File: src/rtl/mul_share_arbiter.sv
// Shares one multi-cycle multiplier between two requesters: round-robin grant,
// operand latch, start/done handshake with a watchdog abort, per-requester response.
module mul_share_arbiter #(
    parameter int unsigned WIDTH   = 16,
    parameter int unsigned TIMEOUT = 64
) (
    input  logic                 clk,
    input  logic                 rst_n,
    input  logic                 req0_valid,
    input  logic [WIDTH-1:0]     req0_a,
    input  logic [WIDTH-1:0]     req0_b,
    output logic                 req0_ready,
    output logic                 rsp0_valid,
    input  logic                 rsp0_ready,
    output logic [2*WIDTH-1:0]   rsp0_data,
    output logic                 rsp0_err,
    input  logic                 req1_valid,
    input  logic [WIDTH-1:0]     req1_a,
    input  logic [WIDTH-1:0]     req1_b,
    output logic                 req1_ready,
    output logic                 rsp1_valid,
    input  logic                 rsp1_ready,
    output logic [2*WIDTH-1:0]   rsp1_data,
    output logic                 rsp1_err,
    output logic                 mul_start,
    output logic [WIDTH-1:0]     mul_a,
    output logic [WIDTH-1:0]     mul_b,
    input  logic                 mul_done,
    input  logic [2*WIDTH-1:0]   mul_result,
    output logic                 mul_abort
);
    localparam int unsigned PW       = 2 * WIDTH;
    localparam logic [7:0]  TMO_LAST = 8'(TIMEOUT - 1);

    typedef enum logic [1:0] {
        ST_IDLE  = 2'b00,
        ST_ISSUE = 2'b01,
        ST_WAIT  = 2'b10,
        ST_RESP  = 2'b11
    } state_t;

    state_t           r_state;
    logic             r_gnt;
    logic             r_last_gnt;
    logic [7:0]       r_timer;
    logic [PW-1:0]    r_res_q;
    logic             r_err_q;
    logic             r_mul_start;
    logic             r_mul_abort;
    logic [WIDTH-1:0] r_mul_a;
    logic [WIDTH-1:0] r_mul_b;
    logic [1:0]       r_rsp_valid;

    logic             w_sel;
    logic             w_accept;
    logic             w_rsp_fire;
    logic [WIDTH-1:0] w_sel_a;
    logic [WIDTH-1:0] w_sel_b;

    // On a tie the requester that did not own the last completed operation wins.
    always_comb begin
        w_sel = 1'b0;
        if (req0_valid && req1_valid) begin
            w_sel = ~r_last_gnt;
        end else if (req1_valid) begin
            w_sel = 1'b1;
        end
    end

    assign w_accept   = rst_n && (r_state == ST_IDLE) && (req0_valid || req1_valid);
    assign w_sel_a    = w_sel ? req1_a : req0_a;
    assign w_sel_b    = w_sel ? req1_b : req0_b;
    assign w_rsp_fire = r_gnt ? rsp1_ready : rsp0_ready;

    assign req0_ready = w_accept && !w_sel;
    assign req1_ready = w_accept &&  w_sel;

    assign mul_start  = r_mul_start;
    assign mul_abort  = r_mul_abort;
    assign mul_a      = r_mul_a;
    assign mul_b      = r_mul_b;

    // Only the owning channel sees the result; the idle channel stays at zero.
    assign rsp0_valid = r_rsp_valid[0];
    assign rsp1_valid = r_rsp_valid[1];
    assign rsp0_data  = {PW{r_rsp_valid[0]}} & r_res_q;
    assign rsp1_data  = {PW{r_rsp_valid[1]}} & r_res_q;
    assign rsp0_err   = r_rsp_valid[0] & r_err_q;
    assign rsp1_err   = r_rsp_valid[1] & r_err_q;

    always_ff @(posedge clk) begin
        if (!rst_n) begin
            r_state     <= ST_IDLE;
            r_gnt       <= 1'b0;
            r_last_gnt  <= 1'b1;
            r_timer     <= '0;
            r_res_q     <= '0;
            r_err_q     <= 1'b0;
            r_mul_start <= 1'b0;
            r_mul_abort <= 1'b0;
            r_mul_a     <= '0;
            r_mul_b     <= '0;
            r_rsp_valid <= '0;
        end else begin
            r_mul_start <= 1'b0;
            r_mul_abort <= 1'b0;
            case (r_state)
                ST_IDLE: begin
                    if (w_accept) begin
                        r_mul_a     <= w_sel_a;
                        r_mul_b     <= w_sel_b;
                        r_gnt       <= w_sel;
                        r_mul_start <= 1'b1;
                        r_state     <= ST_ISSUE;
                    end
                end
                ST_ISSUE: begin
                    r_timer <= '0;
                    r_state <= ST_WAIT;
                end
                ST_WAIT: begin
                    r_timer <= r_timer + 8'd1;
                    // A done on the last watchdog cycle still counts as success.
                    if (mul_done) begin
                        r_res_q     <= mul_result;
                        r_err_q     <= 1'b0;
                        r_rsp_valid <= r_gnt ? 2'b10 : 2'b01;
                        r_state     <= ST_RESP;
                    end else if (r_timer == TMO_LAST) begin
                        r_res_q     <= '0;
                        r_err_q     <= 1'b1;
                        r_mul_abort <= 1'b1;
                        r_rsp_valid <= r_gnt ? 2'b10 : 2'b01;
                        r_state     <= ST_RESP;
                    end
                end
                ST_RESP: begin
                    if (w_rsp_fire) begin
                        r_last_gnt  <= r_gnt;
                        r_rsp_valid <= '0;
                        r_state     <= ST_IDLE;
                    end
                end
                default: r_state <= ST_IDLE;
            endcase
        end
    end
endmodule

File: config.mk
export PLATFORM = sky130hd
export DESIGN_NAME = mul_share_arbiter
export DESIGN_NICKNAME = d
export VERILOG_FILES = /design/src/rtl/mul_share_arbiter.sv
export SDC_FILE = /design/constraint.sdc
export NUM_CORES = 1
export LEC_CHECK = 0
export CAP_MARGIN = 5
export CORE_MARGIN = 2
export CORE_UTILIZATION = 34
export CTS_CLUSTER_SIZE = 40
export DETAILED_ROUTE_END_ITERATION = 8
export PLACE_DENSITY = 0.74
export SLEW_MARGIN = 20
export SYNTH_ARGS = -nofsm -noshare
export SYNTH_HDL_FRONTEND = slang
export SYNTH_SLANG_ARGS = --single-unit
File: constraint.sdc
create_clock -name clk -period 1.6 [get_ports clk]
set_clock_uncertainty 0.1 [all_clocks]
set_input_delay 0.16 -clock clk [delete_from_list [all_inputs] [get_ports clk]]
set_output_delay 0.16 -clock clk [all_outputs]
set_load 0.01 [all_outputs]
==> summary.md <==
| Metric | Value |
|---|---|
| Number of global-route vias before repair | `3550` |
| Setup TNS | `-1.811 ps` |
| Rel. slew slack | `75.75%` |
| Routed Wire Length | `12300 µm` |
| # clock sinks | `81` |
| Chip height | `105.1 µm` |
| Period utilization | `100.1%` |
| WL per Instance | `17.08 µm` |
| Failing checks | `negative setup slack` |
| Seq cells post-synth | `81` |
| Tightest Pin Transition | `363.7 ps` |
| Gp weighted congestion | `0.7932` |
| Number of max-cap violations | `0` |
| R2r worst-path depth | `6` |
| CORE AREA | `9864 µm²` |
| Minimum clock period after layout | `1602 ps` |
| Share of cells above drive strength 1 | `15.50%` |
| Critical path type | `input port to flip-flop` |
| DIE WIDTH | `105.1 µm` |
| Result of the run | `complete, but fails checks` |
| Area of the mapped netlist | `3478 µm²` |
| Leakage power | `0.002572 µW` |
| PortBufs | `206` |
| Critical Path Sink | `r_res_q[16]` |
| Root buf cell | `clkbuf_8` |
| Final Hold Violating Endpoints | `0` |
| Fillers | `801` |
| Max IR drop VDD | `0.6288 mV` |
| Post-CTS Hold Fix Bufs | `0` |
| Clock latency on the worst-skew pair | `350 ps` |
| Hold crit path type | `input port to flip-flop` |
| Worst setup margin | `-1.713 ps` |
| Hold slack final | `303.3 ps` |
| Hpwl dp | `8784 µm` |
| DP Worst Slack | `-315.1 ps` |
| First DRT Iteration DRCs | `296` |
| Nets | `690` |
| Pwr/cell area | `1084 nW/µm²` |
| Crit start category | `input port` |
| Library cells used by synthesis | `35` |
| CP Max Fanout | `32` |
| Grt ovf | `0` |
| Mean post-synth cell area | `9.938 µm²` |
| Predominant post-synthesis flop cell | `dfxtp_1` |
| Beginning of the critical path | `rst_n` |
| Ys async rst share | `0%` |
| Register area share after synthesis | `46.62%` |
| Total track usage | `20.63%` |
| First-pass GRT wire length | `18170 µm` |
| Clk slew on worst S/H paths | `80 ps` |
| Worst path arrival time | `1740 ps` |
| Number of flops mapped to enable cells by yosys | `0` |
| Flop2flop setup slack | `20 ps` |
| Synth warnings | `0` |
| Antenna fix cells | `0` |
| Layout area overhead | `81.15%` |
| Vias per std cell | `5.113` |
| CTS Buf Count | `9` |
| Via count | `3681` |
| Initial core utilization | `35.26%` |
| Number of setup violations in the final report | `2` |
| Req. time, crit path | `1740 ps` |
| Syn Inst Count | `350` |
| Row Count | `36` |
| Drc violations | `0` |
| RR Startpoint | `r_timer[0]` |
| IO Count | `207` |
| Clock Tree Buf Depth | `2` |
| Reg2Reg Capture Point | `r_state[0]` |
| Pre-antenna DRT Iters | `9` |
| Fmax | `624.3 MHz` |
| Crit. End Element | `flip-flop` |
| Routed Antenna Nets | `0` |
| Mapped Nets | `458` |
| Unrepaired setup endpoints after global routing | `true` |
| Level count of the clock H-tree | `3` |
| CTS tree | `built` |
| Initial antenna violation count | `0` |
| Worst hold start | `mul_result[5]` |
| Largest net degree at the start of global routing | `36` |
| Die area | `11060 µm²` |
| Final Max Slew Viols | `0` |
[worst min-delay path by stage]
stage	to	slack (ps)	cells after the start
2_1_floorplan	mul_abort	140	1
3_3_place_gp	r_res_q[1]	360	1
3_5_place_dp	r_res_q[1]	370	1
4_1_cts	r_res_q[5]	290	2
5_1_grt	r_res_q[31]	290	2
6_report	r_res_q[5]	300	2
[state kept, by name, summed over array words and instances (netlist names)]
| signal | count |
|---|---|
| r_last_gnt | 1 |
| r_err_q | 1 |
| mul_b | 16 |
| r_timer | 8 |
| r_res_q | 32 |
| mul_abort | 1 |
| r_rsp_valid | 2 |
| mul_a | 16 |
| r_state | 2 |
| r_gnt | 1 |
| mul_start | 1 |
[layout make-up]
class,instances,area [µm²],area share [%]
Tap cell,133,166.4,2.641
Sequential cell,81,1634,25.93
Multi-Input combinational cell,234,1798,28.53
Timing Repair Buffer,248,2420,38.40
Clock buffer,10,137.6,2.184
Clock inverter,6,115.1,1.827
Inverter,8,30.03,0.4766
[routing by layer]
| metal | GRT usage, % | vias to the layer above | part of all wire [%] |
|---|---|---|---|
| li1 | - | 1743 | - |
| met1 | 23.21 | 1777 | 39 |
| met2 | 37.34 | 130 | 53 |
| met3 | 4.928 | 31 | 4.7 |
| met4 | 8.000 | 0 | 2.9 |
| met5 | 0 | - | 0 |
[worst max-delay path, stage by stage]
cell and delay [ps]:
clkdlybuf4s50_1 550, buf_4 210, buf_4 170, and3_1 220, buf_12 170, a22o_1 240
[what timing repair did]
| action | in CTS | in global routing |
|---|---|---|
| endpoints found under the setup margin | 146 | 74 |
| cloned | 3 | 1 |
| buffers inserted | 2 | 3 |
| pin swaps | 4 | 9 |
| gates resized for setup | 104 | 57 |
[synthesized netlist by cell type, types with 2 or more instances]
cell | n | area share [%]
dfxtp_1 | 81 | 47
and2_1 | 66 | 12
a222oi_1 | 32 | 9.2
a22o_1 | 32 | 8.1
nor2b_1 | 32 | 5.8
clkbuf_1 | 15 | 1.6
nand2_1 | 12 | 1.3
buf_2 | 11 | 1.6
nor2_1 | 9 | 0.97
inv_1 | 8 | 0.86
ha_1 | 5 | 1.8
a21oi_1 | 4 | 0.58
a21oi_2 | 3 | 0.76
buf_6 | 3 | 0.97
mux2i_1 | 3 | 0.86
nand3_1 | 3 | 0.43
nand4_1 | 3 | 0.54
o21ai_0 | 3 | 0.43
xnor2_1 | 3 | 0.76
xor2_1 | 3 | 0.76
nor3_1 | 2 | 0.29
o21ai_1 | 2 | 0.29
o22ai_1 | 2 | 0.36
or3_1 | 2 | 0.36
[kinds of logic (layout without fill, tap and decap cells)]
logic type                 count (synthesis)  in the layout  synth area share [%]
and+or+nand+nor                          132            132                 22.37
AOI/OAI and AO/OA                         85             87                 21.48
DFF                                       81             81                 46.62
buffers and inverters                     37            272                 5.036
xor gates and xnor gates                   6              6                 1.511
adders and majority gates                  5              5                 1.799
muxes                                      4              4                 1.187
[per-stage QoR]
stage	util, %	power (µW)	cell area [µm²]	instances
6_report	63.88	6833	6301	720
4_1_cts	62.08	6725	6123	716
2_1_floorplan	-	3611	3480	350
3_3_place_gp	59.42	4678	5862	695
5_1_grt	63.88	7170	6301	720
3_5_place_dp	59.42	4752	5862	695
[cell usage in the layout (no fill, tap or decap), drive strengths merged, types with 12 or more instances in the layout]
master         count
clkdlybuf4s50    136
clkdlybuf4s15     39
and2              66
dfxtp             81
nand2             12
a222oi            32
a22o              32
nor2b             32
buf               45
dlygate4sd2       27
[power by group]
part           total [µW]  leakage [µW]  internal, µW  switching, µW
sequential           2510      0.000661          2310            195
combinational        2500       0.00179          1360           1140
clock                1830      0.000123          1080            745
Power figures use the tool's default switching activity.
